$ cat src/rtl/seq_signmag_multiplier.sv
// Sequential sign-magnitude multiplier: shift-and-add, one partial product per clock,
// with a start/busy/done handshake and a hex-nibble view of the product for display.
module seq_signmag_multiplier #(
    parameter int WIDTH = 4
) (
    input  logic                 clk,
    input  logic                 reset,
    input  logic                 start,
    input  logic                 signX,
    input  logic [WIDTH-1:0]     operandX,
    input  logic                 signY,
    input  logic [WIDTH-1:0]     operandY,
    output logic                 busy,
    output logic                 done,
    output logic                 sign_out,
    output logic [2*WIDTH-1:0]   product,
    output logic [3:0]           sign_digit,
    output logic [2*WIDTH-1:0]   digits
);

    localparam int               CNT_W = $clog2(WIDTH);
    localparam logic [CNT_W-1:0] LAST  = CNT_W'(WIDTH - 1);
    localparam int               NIBBLES = (2 * WIDTH) / 4;

    typedef enum logic [1:0] {
        S_IDLE,
        S_RUN,
        S_DONE
    } state_t;

    state_t               r_state;
    state_t               w_next_state;
    logic [2*WIDTH-1:0]   r_mcand;
    logic [WIDTH-1:0]     r_mplier;
    logic [2*WIDTH-1:0]   r_acc;
    logic [CNT_W-1:0]     r_count;
    logic                 r_sign;
    logic                 r_done;
    logic                 r_sign_out;
    logic [2*WIDTH-1:0]   r_product;

    logic                 w_accept;
    logic                 w_last;
    logic [2*WIDTH-1:0]   w_sum;

    // A new request is only taken when no multiply is in flight.
    assign w_accept = start && (r_state != S_RUN);
    assign w_last   = (r_state == S_RUN) && (r_count == LAST);
    assign w_sum    = r_acc + (r_mplier[0] ? r_mcand : '0);

    always_ff @(posedge clk) begin
        if (reset) begin
            r_state <= S_IDLE;
        end else begin
            r_state <= w_next_state;
        end
    end

    // NOTE: the default assignment before the case keeps this block free of inferred latches.
    always_comb begin
        w_next_state = r_state;
        case (r_state)
            S_IDLE:  if (start)  w_next_state = S_RUN;
            S_RUN:   if (w_last) w_next_state = S_DONE;
            S_DONE:  if (start)  w_next_state = S_RUN;
            default:             w_next_state = S_IDLE;
        endcase
    end

    // NOTE: sequential state uses non-blocking assignments so every register sees pre-edge values.
    always_ff @(posedge clk) begin
        if (reset) begin
            r_mcand    <= '0;
            r_mplier   <= '0;
            r_acc      <= '0;
            r_count    <= '0;
            r_sign     <= 1'b0;
            r_done     <= 1'b0;
            r_sign_out <= 1'b0;
            r_product  <= '0;
        end else begin
            r_done <= 1'b0;
            if (w_accept) begin
                r_mcand  <= {{WIDTH{1'b0}}, operandX};
                r_mplier <= operandY;
                r_sign   <= signX ^ signY;
                r_acc    <= '0;
                r_count  <= '0;
            end else if (r_state == S_RUN) begin
                r_acc    <= w_sum;
                r_mcand  <= r_mcand << 1;
                r_mplier <= r_mplier >> 1;
                r_count  <= r_count + CNT_W'(1);
                if (w_last) begin
                    // A zero product is always reported as positive.
                    r_product  <= w_sum;
                    r_sign_out <= r_sign && (w_sum != '0);
                    r_done     <= 1'b1;
                end
            end
        end
    end

    assign busy       = (r_state == S_RUN);
    assign done       = r_done;
    assign sign_out   = r_sign_out;
    assign product    = r_product;
    assign sign_digit = {3'b000, r_sign_out};

    for (genvar g = 0; g < NIBBLES; g++) begin : g_digit
        assign digits[4*g +: 4] = r_product[4*g +: 4];
    end

endmodule
$ cat config.mk
export PLATFORM = sky130hd
export DESIGN_NAME = seq_signmag_multiplier
export DESIGN_NICKNAME = d
export VERILOG_FILES = /design/src/rtl/seq_signmag_multiplier.sv
export SDC_FILE = /design/constraint.sdc
export NUM_CORES = 1
export LEC_CHECK = 0
export ABC_AREA = 1
export BUFFER_PORTS_ARGS = -buffer_cell sky130_fd_sc_hd__buf_2
export CORE_MARGIN = 5
export CORE_UTILIZATION = 40
export DETAILED_ROUTE_END_ITERATION = 8
export SYNTH_ARGS = -nofsm -noshare
export SYNTH_HDL_FRONTEND = slang
export SYNTH_SLANG_ARGS = --single-unit
$ cat constraint.sdc
create_clock -name clk -period 2.9 [get_ports clk]
set_input_delay 0.145 -clock clk [delete_from_list [all_inputs] [get_ports clk]]
set_output_delay 0.145 -clock clk [all_outputs]
set_load 0.05 [all_outputs]
* After elaboration in Yosys (flattened, before gate mapping)
Cells that the tools add are included.
** Storage, ports and cells
- Register bits after elaboration :: 35
- Bits of input ports :: 13
- Output and inout port bits :: 23
- Word-level logic and storage cells :: 41
** Operators by class
- $add $sub $neg :: 2
- Equal/unequal tests :: 6
- Muxes and demuxes :: 9
- Bitwise operators :: 3
- Reductions and logical operators :: 11
** Operator list (number)
- $mux 4 :: 4
- $add 8x8->8 :: 1
- $mux 8 :: 1
- $reduce_bool 8->1 :: 1
- $ne 2x1->1 const B :: 3
- $eq 2x2->1 const B :: 2
- $mux 2 :: 2
- $pmux 2 s2 :: 1
- $reduce_or 2->1 :: 2
- $logic_and 1x1->1 :: 3
- $reduce_and 3->1 :: 1
- $reduce_or 3->1 :: 1
- $add 2x1->2 const B :: 1
- $eq 2x1->1 const B :: 1
- $logic_not 2->1 :: 1
- $not 1->1 :: 2
- $reduce_and 2->1 :: 1
- $reduce_bool 2->1 :: 1
- $mux 1 :: 1
- $xor 1x1->1 :: 1

* Logic depth before layout (Yosys ltp)
- Word-level depth :: 4
- Depth in mapped cells :: 17
- Mapped depth without buffers :: 16

* Worst setup path before layout
OpenSTA, ideal clock, no wires.
- Path type :: register to register
- Start point :: register r_mplier[0]
- End point :: register r_sign_out (netlist: sign_out)
- Setup time :: 0.123 ns
- Arrival :: 1.737 ns
- Data required time :: 2.777 ns
- Setup slack :: 1.040 ns
- Cell stages (with the launch flop) :: 17
- Buffers on the path :: 1
- Clock period less this slack :: 1.860 ns
- Path through :: dfxtp_1 > buf_2 > nand2_1 > inv_1 > ha_1 > inv_1 > fa_1 > inv_1 > nand2_1 > nand2_1 > nand3_1 > nand3_1 > nand2_1 > nor2_1 > nand2_1 > nand2_1 > a21oi_1
** On the way
- Cells in the longest elaborated chain, start to end :: 4
** RTL lines
- start, declared :: RTL line 34 : logic [WIDTH-1:0] r_mplier;
- start signal, assigned :: RTL line 85 : r_mplier <= operandY;
- start signal, assigned :: RTL line 92 : r_mplier <= r_mplier >> 1;
- $mux 8 :: RTL line 49 : assign w_sum = r_acc + (r_mplier[0] ? r_mcand : '0);
- $add 8x8->8 :: RTL line 49
- $reduce_bool 8->1 :: RTL line 97 : r_sign_out <= r_sign && (w_sum != '0);
- $logic_and 1x1->1 :: RTL line 97
- end signal, assigned :: RTL line 97
- end, declared :: RTL line 39 : logic r_sign_out;
No other way between the ends.
A chain may end at the register's enable or synchronous reset.

* Final worst setup path
Ends and elaborated chain as after synthesis.

==> summary.txt <==
Power
  • Clk pwr share: 36.0%
  • Tot Pwr: 0.979 mW
  • Reg power frac: 51.7%
  • Peak VDD IR: 240 uV
  • Cell Int Power: 0.719 mW
  • Sw frac: 26.5%
  • PD cells: 453 mW/mm2
  • Comb power frac: 12.3%
  • Static Leak: 1.20 nW
  • Switching pwr: 0.260 mW

Floorplanning
  • Die area: 0.00634 mm2
  • Core Area: 0.00472 mm2
  • Die height: 79.6 um
  • Initial Util: 41.1%
  • Die width: 79.6 um
  • Core Rows: 25
  • Io pins: 36

Clock network
  • Clk slew on worst S/H paths: 0.07 ns
  • CTS tree: built
  • Hold buffer count at CTS: 0
  • Setup Buffers After CTS: 0
  • Post-CTS sizing: 0
  • Clock sinks: 35
  • Root Buffer: clkbuf_8
  • CTS Buf Count: 5
  • H-tree lvl count: 2
  • Worst skew pair latency: 0.28 ns
  • Clk buf depth: 2

Drt
  • DRC: 0
  • Antenna Nets Post-Route: 0
  • Routed vias: 1,630
  • Vias per cell: 4.36
  • Final WL: 3850 um
  • Drt first pass iters: 4
  • Initial DRC Count: 57
  • WL/cell: 10.3 um

Final layout
  • Layout net count: 329
  • Final design area excluding fillers: 0.00216 mm2
  • Area Overhead vs Synth: 11.4%
  • # diodes: 0
  • Final core utilization: 45.7%
  • Share of cells above drive strength 1: 17.9%
  • Fin cells: 374
  • Fillers: 513

Timing
  • Final Cycle Share: 70.4%
  • Minimum clock period: 2.04 ns
  • Slew Limit Fails: 0
  • Hold Violations, Final: 0
  • Unrepaired setup endpoints after global routing: no
  • Fmax: 0.490 GHz
  • Post-Route Skew: 0.00467 ns
  • # setup viols final: 0
  • Sum Neg Setup Slack: 0 ns
  • Worst Slack Setup Final: 0.859 ns
  • Hold_ws: 0.111 ns

Job
  • Total of max-cap violations: 0

GRT
  • Pin count of the biggest net entering global routing: 24
  • First-pass GRT wire length: 6810 um
  • Total track usage: 13.7%
  • Vias in the first global route: 1,521
  • Grt total ovfl: 0
  • Initial antenna violation count: 0

Synth
  • Ys async rst share: 0%
  • Number of synthesized flops with an enable pin: 0
  • Synthesized area: 0.00194 mm2
  • Most common cell in the synthesized netlist: nand2_1
  • Top post-synthesis cells by area: dfxtp_1 36%, nand2_1 16%, inv_1 8.5%, nand3_1 5.7%, ha_1 5.2%
  • Yosys warning total: 0
  • Number of synthesized register bits: 35
  • Synth Instances: 284
  • Yosys top cell by area: dfxtp_1
  • Post-synth top area share: 36.1%
  • Predominant post-synthesis flop cell: dfxtp_1
  • Unique cell type count in the Yosys netlist: 24
  • Syn_area_per_cell: 6.83 um2
  • Seq/Total Area, Yosys: 36.1%
  • Synth top cells by count: 82 x nand2_1, 44 x inv_1, 35 x dfxtp_1, 22 x nand3_1, 17 x a21oi_1

Worst setup path
  • Worst EP required: 3.07 ns
  • CP max-delay cell: dfxtp_1
  • Critical path's top delay family: simple AND/OR/NAND/NOR gates
  • Worst Setup End Kind: flop
  • CP arrival: 2.21 ns
  • WS Path Type: flop to flop
  • Delay of the slowest cell on the worst path: 0.48 ns
  • CP max FO: 10
  • Crit path cell chain: nand2_1 -> inv_1 -> ha_1 -> inv_1 -> fa_1 -> inv_1 -> nand2_1 -> nand2_1 -> nand3_1 -> nand3_1 -> nand2_1 -> nor2_1 -> nand2_1 -> nand2_1 -> a21oi_1
  • CP Launch Type: flop
  • Crit path top cell by count: nand2_1
  • Worst path bufs/invs: 3

Place
  • Pre-CTS setup slack: 0.845 ns
  • Total placed instance area: 0.00207 mm2
  • Port Buffers: 32
  • Dpl hpwl: 2940 um
  • Placed cell count: 367
  • Routability Congestion: 0.783

Outcome
  • Status: finished, final reports clean

Worst hold path
  • Hold crit path type: primary input to flop
## logic make-up after synthesis
logic type,synth area share [%]
and+or+nand+nor,27.9
buffers and inverters,17.4
AOI/OAI and AO/OA,10.8
DFF,36.1
adders and majority gates,6.19
xor gates and xnor gates,1.36
other,0.193
## per-layer routing
layer	wire, um	global-route usage, %
met1	1930	17.8
met2	1640	21.3
met3	209	3.50
met4	71	5.67
met5	0	0
## tightest hold or removal path, stage by stage
cell     delay (ns)
buf_2          0.09
nand2_1        0.05
a21oi_1        0.06
## worst paths after layout
kind | startpoint | endpoint | cells past startpoint | slack, ns
max reg2reg | r_mplier[0] | sign_out | 15 | 0.86
min reg2reg | r_count[1] | r_count[1] | 2 | 0.47
min | operandY[3] | r_mplier[3] | 3 | 0.11
max | r_mplier[0] | sign_out | 15 | 0.86
## layout by cell type, fill, tap and decap left out, types with 2 or more instances in the layout
cell / netlist / routed
nor2_1: 14 / 14
ha_1: 8 / 8
o21ai_1: 9 / 9
nand3_1: 22 / 22
clkinv_1: 2 / 2
nand2_1: 82 / 82
o211ai_1: 7 / 7
buf_2: 7 / 32
conb_1: 1 / 3
nor2_4: 4 / 4
clkbuf_8: 0 / 6
inv_2: 9 / 9
inv_1: 44 / 44
xnor2_1: 3 / 3
a21oi_1: 17 / 17
dfxtp_1: 35 / 35
## power groups by stage
stage          logic (mW)  clock network [mW]  registers, mW
2_1_floorplan       0.101                   0          0.513
3_3_place_gp        0.122                   0          0.516
3_5_place_dp        0.123                   0          0.517
4_1_cts             0.123               0.367          0.506
5_1_grt             0.140               0.391          0.508
6_report            0.121               0.353          0.506
## registers in the layout, indices dropped and copies added, names as in the netlist, 2 cells and up
register and count:
r_state 2, r_mplier 4, r_acc 8, r_mcand 8, digits 8, r_count 2
## area by class of cell
type	count	area (um2)	share of cell area (%)
Inverter	56	213	9.84
Tap cell	67	83.8	3.88
Clock inverter	1	5.00	0.232
Clock buffer	6	82.6	3.82
Timing Repair Buffer	33	168	7.76
Multi-Input combinational cell	176	908	42.0
Sequential cell	35	701	32.4
No activity file was read; power rests on OpenSTA's default activity.
